===== config.mk =====
export PLATFORM = sky130hd
export DESIGN_NAME = uart_program_loader_flat
export DESIGN_NICKNAME = d
export VERILOG_FILES = /design/src/rtl/uart_program_loader_if.sv /design/src/rtl/uart_program_loader.sv /design/src/flat_wrapper.sv
export SDC_FILE = /design/constraint.sdc
export NUM_CORES = 1
export LEC_CHECK = 0
export ABC_AREA = 1
export BUFFER_PORTS_ARGS = -buffer_cell sky130_fd_sc_hd__buf_4
export CAP_MARGIN = 20
export CORE_MARGIN = 10
export CORE_UTILIZATION = 40
export CTS_CLUSTER_SIZE = 24
export DETAILED_ROUTE_END_ITERATION = 12
export PLACE_DENSITY = 0.63
export RECOVER_POWER = 50
export SLEW_MARGIN = 40
export SYNTH_ARGS = -nofsm -noshare
export SYNTH_HDL_FRONTEND = slang
export SYNTH_SLANG_ARGS = --single-unit

===== constraint.sdc =====
create_clock -name clk -period 4 [get_ports clk]
set_clock_uncertainty 0.15 [all_clocks]
set_input_delay 0.2 -clock clk [delete_from_list [all_inputs] [get_ports clk]]
set_output_delay 0.2 -clock clk [all_outputs]
set_load 0.05 [all_outputs]

===== src/rtl/uart_program_loader_if.sv =====
// Instruction-memory write port driven by the UART program loader.
// imem_we is a one-cycle strobe with no ready: the memory must accept a write in any cycle it is asserted.
interface uart_program_loader_if #(
    parameter int ADDR_W = 12
);
    logic              imem_we;
    logic [ADDR_W-1:0] imem_addr;
    logic [31:0]       imem_wdata;

    modport master (output imem_we, imem_addr, imem_wdata);
    modport slave  (input  imem_we, imem_addr, imem_wdata);
endinterface


===== src/rtl/uart_program_loader.sv =====
// UART 8N1 program loader: header 0xA5, 16-bit word count, 4*N little-endian data bytes.
// Optional trailing XOR checksum byte when LOADER_CHECKSUM_EN is defined.
module uart_program_loader #(
    parameter int CLK_HZ    = 100000000,
    parameter int BAUD      = 115200,
    parameter int ADDR_W    = 12,
    parameter int MAX_WORDS = 1024
) (
    input  logic                  clk,
    input  logic                  rst,
    input  logic                  uart_rx,
    input  logic                  start,
    uart_program_loader_if.master imem,
    output logic                  cpu_hold,
    output logic                  busy,
    output logic                  load_done,
    output logic                  load_err,
    output logic [4:0]            state_dbg
);

`ifdef LOADER_CHECKSUM_EN
    localparam bit CHK_EN = 1'b1;
`else
    localparam bit CHK_EN = 1'b0;
`endif

    localparam int DIV   = CLK_HZ / BAUD;
    localparam int HALF  = DIV / 2;
    localparam int CNT_W = $clog2(DIV) + 1;
    localparam int IDX_W = ADDR_W - 2;

    typedef enum logic [1:0] {RX_IDLE, RX_START, RX_DATA, RX_STOP} rx_state_t;
    typedef enum logic [2:0] {
        S_IDLE, S_HDR, S_CNT_L, S_CNT_H, S_DATA, S_CHK, S_DONE, S_ERR
    } ld_state_t;

    // ---------------- receiver ----------------
    logic             rx_meta, rx_s, rx_prev;
    rx_state_t        rx_state, rx_state_n;
    logic [CNT_W-1:0] rx_cnt, rx_cnt_n;
    logic [2:0]       rx_bit, rx_bit_n;
    logic [7:0]       rx_shift, rx_shift_n;
    logic             byte_valid, frame_err;

    // Synchroniser flops reset to the idle-high level so reset release cannot fake a start edge.
    always_ff @(posedge clk or negedge rst) begin
        if (!rst) begin
            rx_meta  <= 1'b1;
            rx_s     <= 1'b1;
            rx_prev  <= 1'b1;
            rx_state <= RX_IDLE;
            rx_cnt   <= '0;
            rx_bit   <= '0;
            rx_shift <= '0;
        end else begin
            rx_meta  <= uart_rx;
            rx_s     <= rx_meta;
            rx_prev  <= rx_s;
            rx_state <= rx_state_n;
            rx_cnt   <= rx_cnt_n;
            rx_bit   <= rx_bit_n;
            rx_shift <= rx_shift_n;
        end
    end

    always_comb begin
        rx_state_n = rx_state;
        rx_cnt_n   = rx_cnt;
        rx_bit_n   = rx_bit;
        rx_shift_n = rx_shift;
        byte_valid = 1'b0;
        frame_err  = 1'b0;
        case (rx_state)
            RX_IDLE: begin
                if (rx_prev && !rx_s) begin
                    rx_state_n = RX_START;
                    rx_cnt_n   = '0;
                end
            end
            RX_START: begin
                if (rx_cnt == CNT_W'(HALF - 1)) begin
                    rx_cnt_n = '0;
                    if (rx_s) begin
                        rx_state_n = RX_IDLE;
                    end else begin
                        rx_state_n = RX_DATA;
                        rx_bit_n   = '0;
                    end
                end else begin
                    rx_cnt_n = rx_cnt + 1'b1;
                end
            end
            RX_DATA: begin
                if (rx_cnt == CNT_W'(DIV - 1)) begin
                    rx_cnt_n   = '0;
                    rx_shift_n = {rx_s, rx_shift[7:1]};
                    rx_bit_n   = rx_bit + 1'b1;
                    if (rx_bit == 3'd7) rx_state_n = RX_STOP;
                end else begin
                    rx_cnt_n = rx_cnt + 1'b1;
                end
            end
            RX_STOP: begin
                if (rx_cnt == CNT_W'(DIV - 1)) begin
                    rx_cnt_n   = '0;
                    rx_state_n = RX_IDLE;
                    byte_valid = rx_s;
                    frame_err  = !rx_s;
                end else begin
                    rx_cnt_n = rx_cnt + 1'b1;
                end
            end
            default: rx_state_n = RX_IDLE;
        endcase
    end

    // ---------------- loader ----------------
    ld_state_t         st, st_n;
    logic [IDX_W-1:0]  idx, idx_n;
    logic [15:0]       cnt, cnt_n;
    logic [15:0]       cnt_full;
    logic [31:0]       word, word_n;
    logic [1:0]        pos, pos_n;
    logic [7:0]        chk, chk_n;
    logic              last_q, last_n;
    logic              we_q, we_n;
    logic [ADDR_W-1:0] addr_q, addr_n;
    logic [31:0]       wdata_q, wdata_n;
    ld_state_t         fin_state;

    assign cnt_full  = {rx_shift, cnt[7:0]};
    assign fin_state = CHK_EN ? S_CHK : S_DONE;

    always_ff @(posedge clk or negedge rst) begin
        if (!rst) begin
            st      <= S_IDLE;
            idx     <= '0;
            cnt     <= '0;
            word    <= '0;
            pos     <= '0;
            chk     <= '0;
            last_q  <= 1'b0;
            we_q    <= 1'b0;
            addr_q  <= '0;
            wdata_q <= '0;
        end else begin
            st      <= st_n;
            idx     <= idx_n;
            cnt     <= cnt_n;
            word    <= word_n;
            pos     <= pos_n;
            chk     <= chk_n;
            last_q  <= last_n;
            we_q    <= we_n;
            addr_q  <= addr_n;
            wdata_q <= wdata_n;
        end
    end

    always_comb begin
        st_n    = st;
        idx_n   = idx;
        cnt_n   = cnt;
        word_n  = word;
        pos_n   = pos;
        chk_n   = chk;
        last_n  = last_q;
        we_n    = 1'b0;
        addr_n  = addr_q;
        wdata_n = wdata_q;
        case (st)
            S_IDLE, S_DONE, S_ERR: begin
                if (start) begin
                    st_n  = S_HDR;
                    idx_n = '0;
                    pos_n = '0;
                    chk_n = '0;
                end
            end
            S_HDR: begin
                if (byte_valid && rx_shift == 8'hA5) st_n = S_CNT_L;
            end
            S_CNT_L: begin
                if (byte_valid) begin
                    cnt_n = {8'h00, rx_shift};
                    st_n  = S_CNT_H;
                end
            end
            S_CNT_H: begin
                if (byte_valid) begin
                    cnt_n = cnt_full;
                    if (int'(cnt_full) > MAX_WORDS) st_n = S_ERR;
                    else if (cnt_full == 16'd0)     st_n = fin_state;
                    else                            st_n = S_DATA;
                end
            end
            S_DATA: begin
                // Leave DATA only in the cycle the final word's strobe is on the port.
                if (we_q && last_q) begin
                    st_n = fin_state;
                end else if (byte_valid) begin
                    chk_n = chk ^ rx_shift;
                    if (pos == 2'd3) begin
                        we_n    = 1'b1;
                        addr_n  = {idx, 2'b00};
                        wdata_n = {rx_shift, word[31:8]};
                        idx_n   = idx + 1'b1;
                        last_n  = (16'(idx) == cnt - 16'd1);
                        pos_n   = '0;
                    end else begin
                        word_n = {rx_shift, word[31:8]};
                        pos_n  = pos + 1'b1;
                    end
                end
            end
            S_CHK: begin
                if (byte_valid) st_n = (rx_shift == chk) ? S_DONE : S_ERR;
            end
            default: st_n = S_IDLE;
        endcase
        if (frame_err && busy) begin
            st_n = S_ERR;
            we_n = 1'b0;
        end
    end

    assign busy      = (st == S_HDR) || (st == S_CNT_L) || (st == S_CNT_H) ||
                       (st == S_DATA) || (st == S_CHK);
    assign cpu_hold  = busy || (st == S_ERR);
    assign load_done = (st == S_DONE);
    assign load_err  = (st == S_ERR);
    assign state_dbg = {rx_state, st};

    assign imem.imem_we    = we_q;
    assign imem.imem_addr  = addr_q;
    assign imem.imem_wdata = wdata_q;

endmodule


===== src/flat_wrapper.sv =====
// flat-port wrapper written by rule: the top's interface ports become plain ports
module uart_program_loader_flat 
#(
    parameter int CLK_HZ    = 100000000,
    parameter int BAUD      = 115200,
    parameter int ADDR_W    = 12,
    parameter int MAX_WORDS = 1024
)
  (clk, rst, uart_rx, start, cpu_hold, busy, load_done, load_err, state_dbg, imem_imem_we, imem_imem_addr, imem_imem_wdata);
  uart_program_loader_if #(.ADDR_W(ADDR_W)) imem_i ();
  input  logic clk;
  input  logic rst;
  input  logic uart_rx;
  input  logic start;
  output logic cpu_hold;
  output logic busy;
  output logic load_done;
  output logic load_err;
  output logic [4:0] state_dbg;
  output wire logic [$bits(imem_i.imem_we)-1:0] imem_imem_we;
  output wire logic [$bits(imem_i.imem_addr)-1:0] imem_imem_addr;
  output wire logic [$bits(imem_i.imem_wdata)-1:0] imem_imem_wdata;
  assign imem_imem_we = imem_i.imem_we;
  assign imem_imem_addr = imem_i.imem_addr;
  assign imem_imem_wdata = imem_i.imem_wdata;
  uart_program_loader #(.CLK_HZ(CLK_HZ), .BAUD(BAUD), .ADDR_W(ADDR_W), .MAX_WORDS(MAX_WORDS)) u_core (.clk(clk), .rst(rst), .uart_rx(uart_rx), .start(start), .imem(imem_i), .cpu_hold(cpu_hold), .busy(busy), .load_done(load_done), .load_err(load_err), .state_dbg(state_dbg));
endmodule

# Word-level counts from Yosys, hierarchy flattened
# Index checks and enable logic that the tools add are counted.
# word_totals
reg_bits,142
latch_bits,0
mem_bits_rw,0
mem_bits_ro,0
input_bits,4
output_inout_bits,54
word_cells,143
memories,0
# classes
n_addsub,5
n_mul,0
n_div,0
order_cmp,1
eq_ne,35
n_shift,0
n_mux,52
bitwise_logic,4
n_reduce_logical,28
# ops
operator,count
10-bit two-way mux,4
11-bit two-way mux,3
3-bit two-way mux,11
11-bit case mux with 3 select lines,1
16-bit two-way mux,2
16-bit case mux with 2 select lines,1
8-bit two-way mux,3
2-bit two-way mux,11
10-bit case mux with 2 select lines,1
2-bit by 1-bit != test with 1-bit output (second input constant),9
3-bit case mux with 6 select lines,1
10-bit by 16-bit equality test with 1-bit output,1
16-bit by 11-bit > comparator with 1-bit output (second input constant),1
16-bit zero test,1
8-bit case mux with 2 select lines,1
4-bit AND reduction,4
16-bit by 1-bit subtractor with 16-bit output (second input constant),1
3-bit equality test (second input constant),5
3-bit by 1-bit != test with 1-bit output (second input constant),5
11-bit by 1-bit adder with 11-bit output (second input constant),1
11-bit by 10-bit equality test with 1-bit output (second input constant),1
11-bit by 9-bit equality test with 1-bit output (second input constant),1
10-bit by 1-bit adder with 10-bit output (second input constant),1
1-bit two-way mux,10
other kinds (27),45

# Logic depth before layout (Yosys ltp)
# logic_depth
depth_word,8
mapped_depth,14
mapped_depth_nobuf,14

# Least setup slack after synthesis
# No wires, ideal clock.
# synth_path
kind,register to register
start,reg u_core.st[2]
end,reg u_core.idx[0]
setup_ns,0.121
arrival_ns,1.911
t_required_ns,3.729
slack_ns,1.817
stages_incl_launch_ff,12
path_buffers,2
synth_period_minus_slack_ns,2.183
cell_sequence,dfrtp_1 buf_6 nand2_1 o21ai_1 nand2_2 nor2_1 nor2_2 nand2_2 nor2_4 buf_6 nand3_1 o21ai_1
# synth_between
elab_chain_cells,4
elab_cells_between_ends,12
cone_classes,eq/ne: 7; mux: 1; reduce/logical: 4
# synth_rtl
item,line_no,text
"start, declared",uart_program_loader.sv:118,"ld_state_t st, st_n;"
"start signal, assigned",uart_program_loader.sv:147,st <= st_n;
3-bit equality test or 3-bit zero test (tied branches),uart_program_loader.sv:171,case (st)
3-bit OR reduction,uart_program_loader.sv:171,
2-bit != test (no source line) or 2-bit nonzero test (tied branches),-,
5-bit AND reduction (no source line),-,
"end signal, assigned",uart_program_loader.sv:148,idx <= idx_n;
"end, declared",uart_program_loader.sv:119,"logic [IDX_W-1:0] idx, idx_n;"
# Parallel ways exist; a longest one is shown, timed or not.
# A chain may end at the register's enable or synchronous reset.

==> reports/results.ini <==
[placed_design]
hpwl_mm = 11.0
routabilityCongestion = 0.869
port_buffers = 55
place_ws_ps = 1490

[sta]
hold_ws_ps = 211
setup_ws_ps = 1120
finalMaxSlewViolations = 67
max_freq_mhz = 348
finalCritPeriodShare_pct = 71.9
rsz0062_at_grt = false
setup_viol = 0
max-slew-margin-rel_pct = -8.09
finalCriticalPeriod_ps = 2880
tightest_slew_ps = 1620
tns_ps = 0
hold_viol = 0

[power]
combPwrFrac_pct = 20.6
seq_power_share_pct = 38.3
switching_share_pct = 31.8
p_clk_share_pct = 41.1
intPower_w = 0.00266
p_leak_nw = 3.58
power.switching_w = 0.00124
irDropWorstVdd_uv = 453
finalPower_w = 0.00390
powerDensity_nw_per_um2 = 514

[floorplanning]
die_area_um2 = 21800
pin_count = 58
fp.coreArea_um2 = 15900
num_rows = 46
start_util_pct = 40.9
chipHeight_um = 147
fp.dieW_um = 147

[setup_path]
startpoint = rst
crit_arrival_ps = 3070
crit_path_end_kind = async pin
path_max_fanout = 66
crit_required_ps = 4190
critical_path_class = input pin to async pin
reg2reg_depth = 12
timing.rr.start = u_core.rx_cnt[0]
cp-start-kind = input pin

[worst_hold_path]
hold_start = u_core.rx_meta
hp-class = flop to flop
holdPathStages = 0

[outcome]
violations = capacitance limit, slew limit
outcome = complete, but fails checks

[global_routing]
grtUsageTotal_pct = 14.5
first_global_vias = 4912
overflow = 0
grt_pass1_wl_mm = 25.4
antenna_found_initial = 0
grt_max_degree = 67

[clock_network]
cts_buffers = 17
clock_sinks = 134
cts_buffer_depth = 2
clk_pin_slew_worst_paths_ps = 50
cts_tree = done
insertion_delay_ps = 420
ctsRootBufferMaster = clkbuf_16
ctsHtreeMaxLevel = 4

[logic_synthesis]
ys_seq_area_share_pct = 51.6
avgSynthCellArea_um2 = 8.24
synth_ff_type = dfrtp_1
ys_warn_count = 0
async_flop_share_pct = 100
synth.ff_latch_count = 134
syn-instance-count = 789
yosysUniqueCellTypes = 33
synth_enable_flop_cells = 0
syn_area_um2 = 6500

[finish]
multi_input_area_um2 = 2650
regArea_um2 = 3360
nFillCells = 1593
drive_gt1_share_pct = 12.1
layout.nets = 859
syn_to_final_growth_pct = 16.8
antenna_cells = 0
fin_util_pct = 47.8

[drt]
wl_per_cell_um = 14.4
remaining_drc_errors = 0
drt-total-wl_mm = 15.5
dr.first_iter.drc_count = 416
final_antenna_net_count = 0
viasPerCell = 4.86
vias = 5226
drtPass1Iterations = 5

[run]
drv_cap = 1

==> power groups by stage <==
stage / clock (W) / sequential (W) / combinational (W)
final: 0.00161 / 0.00149 / 0.000802
after global placement: 0 / 0.00152 / 0.000798
after floorplan: 0 / 0.00157 / 0.000553
after global routing: 0.00170 / 0.00151 / 0.000898
after CTS: 0.00164 / 0.00149 / 0.000811
after detailed placement: 0 / 0.00152 / 0.000802
==> repair_timing <==
action	4_1_cts	5_1_grt
hold buffers	2	0
endpoints found under the hold margin	65	0
setup endpoints to repair	0	0
setup buffers	0	0
gates resized for setup	0	0
==> cell usage after synthesis, drive strengths merged (3+ instances only) <==
| master | n | share of area, % |
|---|---|---|
| buf | 15 | 2.1 |
| nand2 | 238 | 14 |
| dfstp | 3 | 1.2 |
| or2 | 4 | 0.39 |
| inv | 89 | 5.1 |
| clkbuf | 8 | 0.46 |
| xor2 | 14 | 1.9 |
| a21oi | 4 | 0.31 |
| nand3b | 3 | 0.35 |
| o22ai | 10 | 0.96 |
| nor3 | 6 | 0.46 |
| dfrtp | 131 | 50 |
| nor2 | 65 | 4.4 |
| o21ai | 120 | 9.9 |
| nand3 | 50 | 4.1 |
| ha | 8 | 1.5 |
| xnor2 | 10 | 1.3 |
| nand4 | 6 | 0.58 |
==> layout make-up <==
| type | count | share of cell area (%) |
|---|---|---|
| clock buffers | 23 | 6.43 |
| clock inverters | 8 | 1.60 |
| inverters | 90 | 4.45 |
| multi-input cells | 543 | 34.9 |
| flip-flops and latches | 134 | 44.2 |
| well taps | 216 | 3.56 |
| repair buffers | 61 | 4.84 |
==> worst max-delay path: stages <==
cell	delay, ps
dlygate4sd3_1	530
clkbuf_2	1180
clkbuf_2	1090
==> cell families (layout without fill, tap and decap cells) <==
group,after synthesis,count (layout),synth area share [%]
AO/OA/AOI/OAI,136,136,11.4
XOR/XNOR,24,24,3.23
adder cells (fa/ha/maj),8,8,1.54
buffers and inverters,113,182,7.74
flip-flops,134,134,51.6
other,1,2,0.0577
AND/OR/NAND/NOR,373,373,24.4
==> per-stage QoR <==
step / std cells / instance area (um2)
detailed placement: 1042 / 7090
floorplan: 790 / 6500
global route: 1075 / 7590
finish: 1075 / 7590
CTS: 1075 / 7720
global placement: 1041 / 7050
==> per-layer routing <==
layer	up-vias	wire [um]	global-route usage, %
li1	2646	-	-
met1	2426	7130	18.3
met2	128	7200	22.5
met3	26	878	4.49
met4	0	287	5.70
met5	-	0	0
==> cells in the final DEF, fill, tap and decap left out, drive strengths merged, types with 6 or more instances in the layout <==
cell type    n
nand2      238
dfrtp      131
o21ai      120
inv         89
nor2        65
nand3       50
clkbuf      50
buf         32
xor2        14
o22ai       10
xnor2       10
ha           8
nor3         6
nand4        6
==> path summary, 6_finish.rpt <==
check	slack [ps]	endpoint
min in group asynchronous	600	u_core.imem.imem_addr[3]
max reg2reg	1460	u_core.last_q
max in group clk	1460	u_core.last_q
min	210	u_core.rx_s
max	1120	u_core.st[1]
min reg2reg	210	u_core.rx_s
==> flip-flops by register name (all words and copies together), names as in the netlist, 8 cells and up, named ones only <==
signal	flops
u_core.word	24
u_core.cnt	16
u_core.imem.imem_wdata	32
u_core.chk	8
u_core.imem.imem_addr	10
u_core.idx	10
u_core.rx_shift	8
u_core.rx_cnt	11
Note: power is estimated with default switching activity, not from simulation.
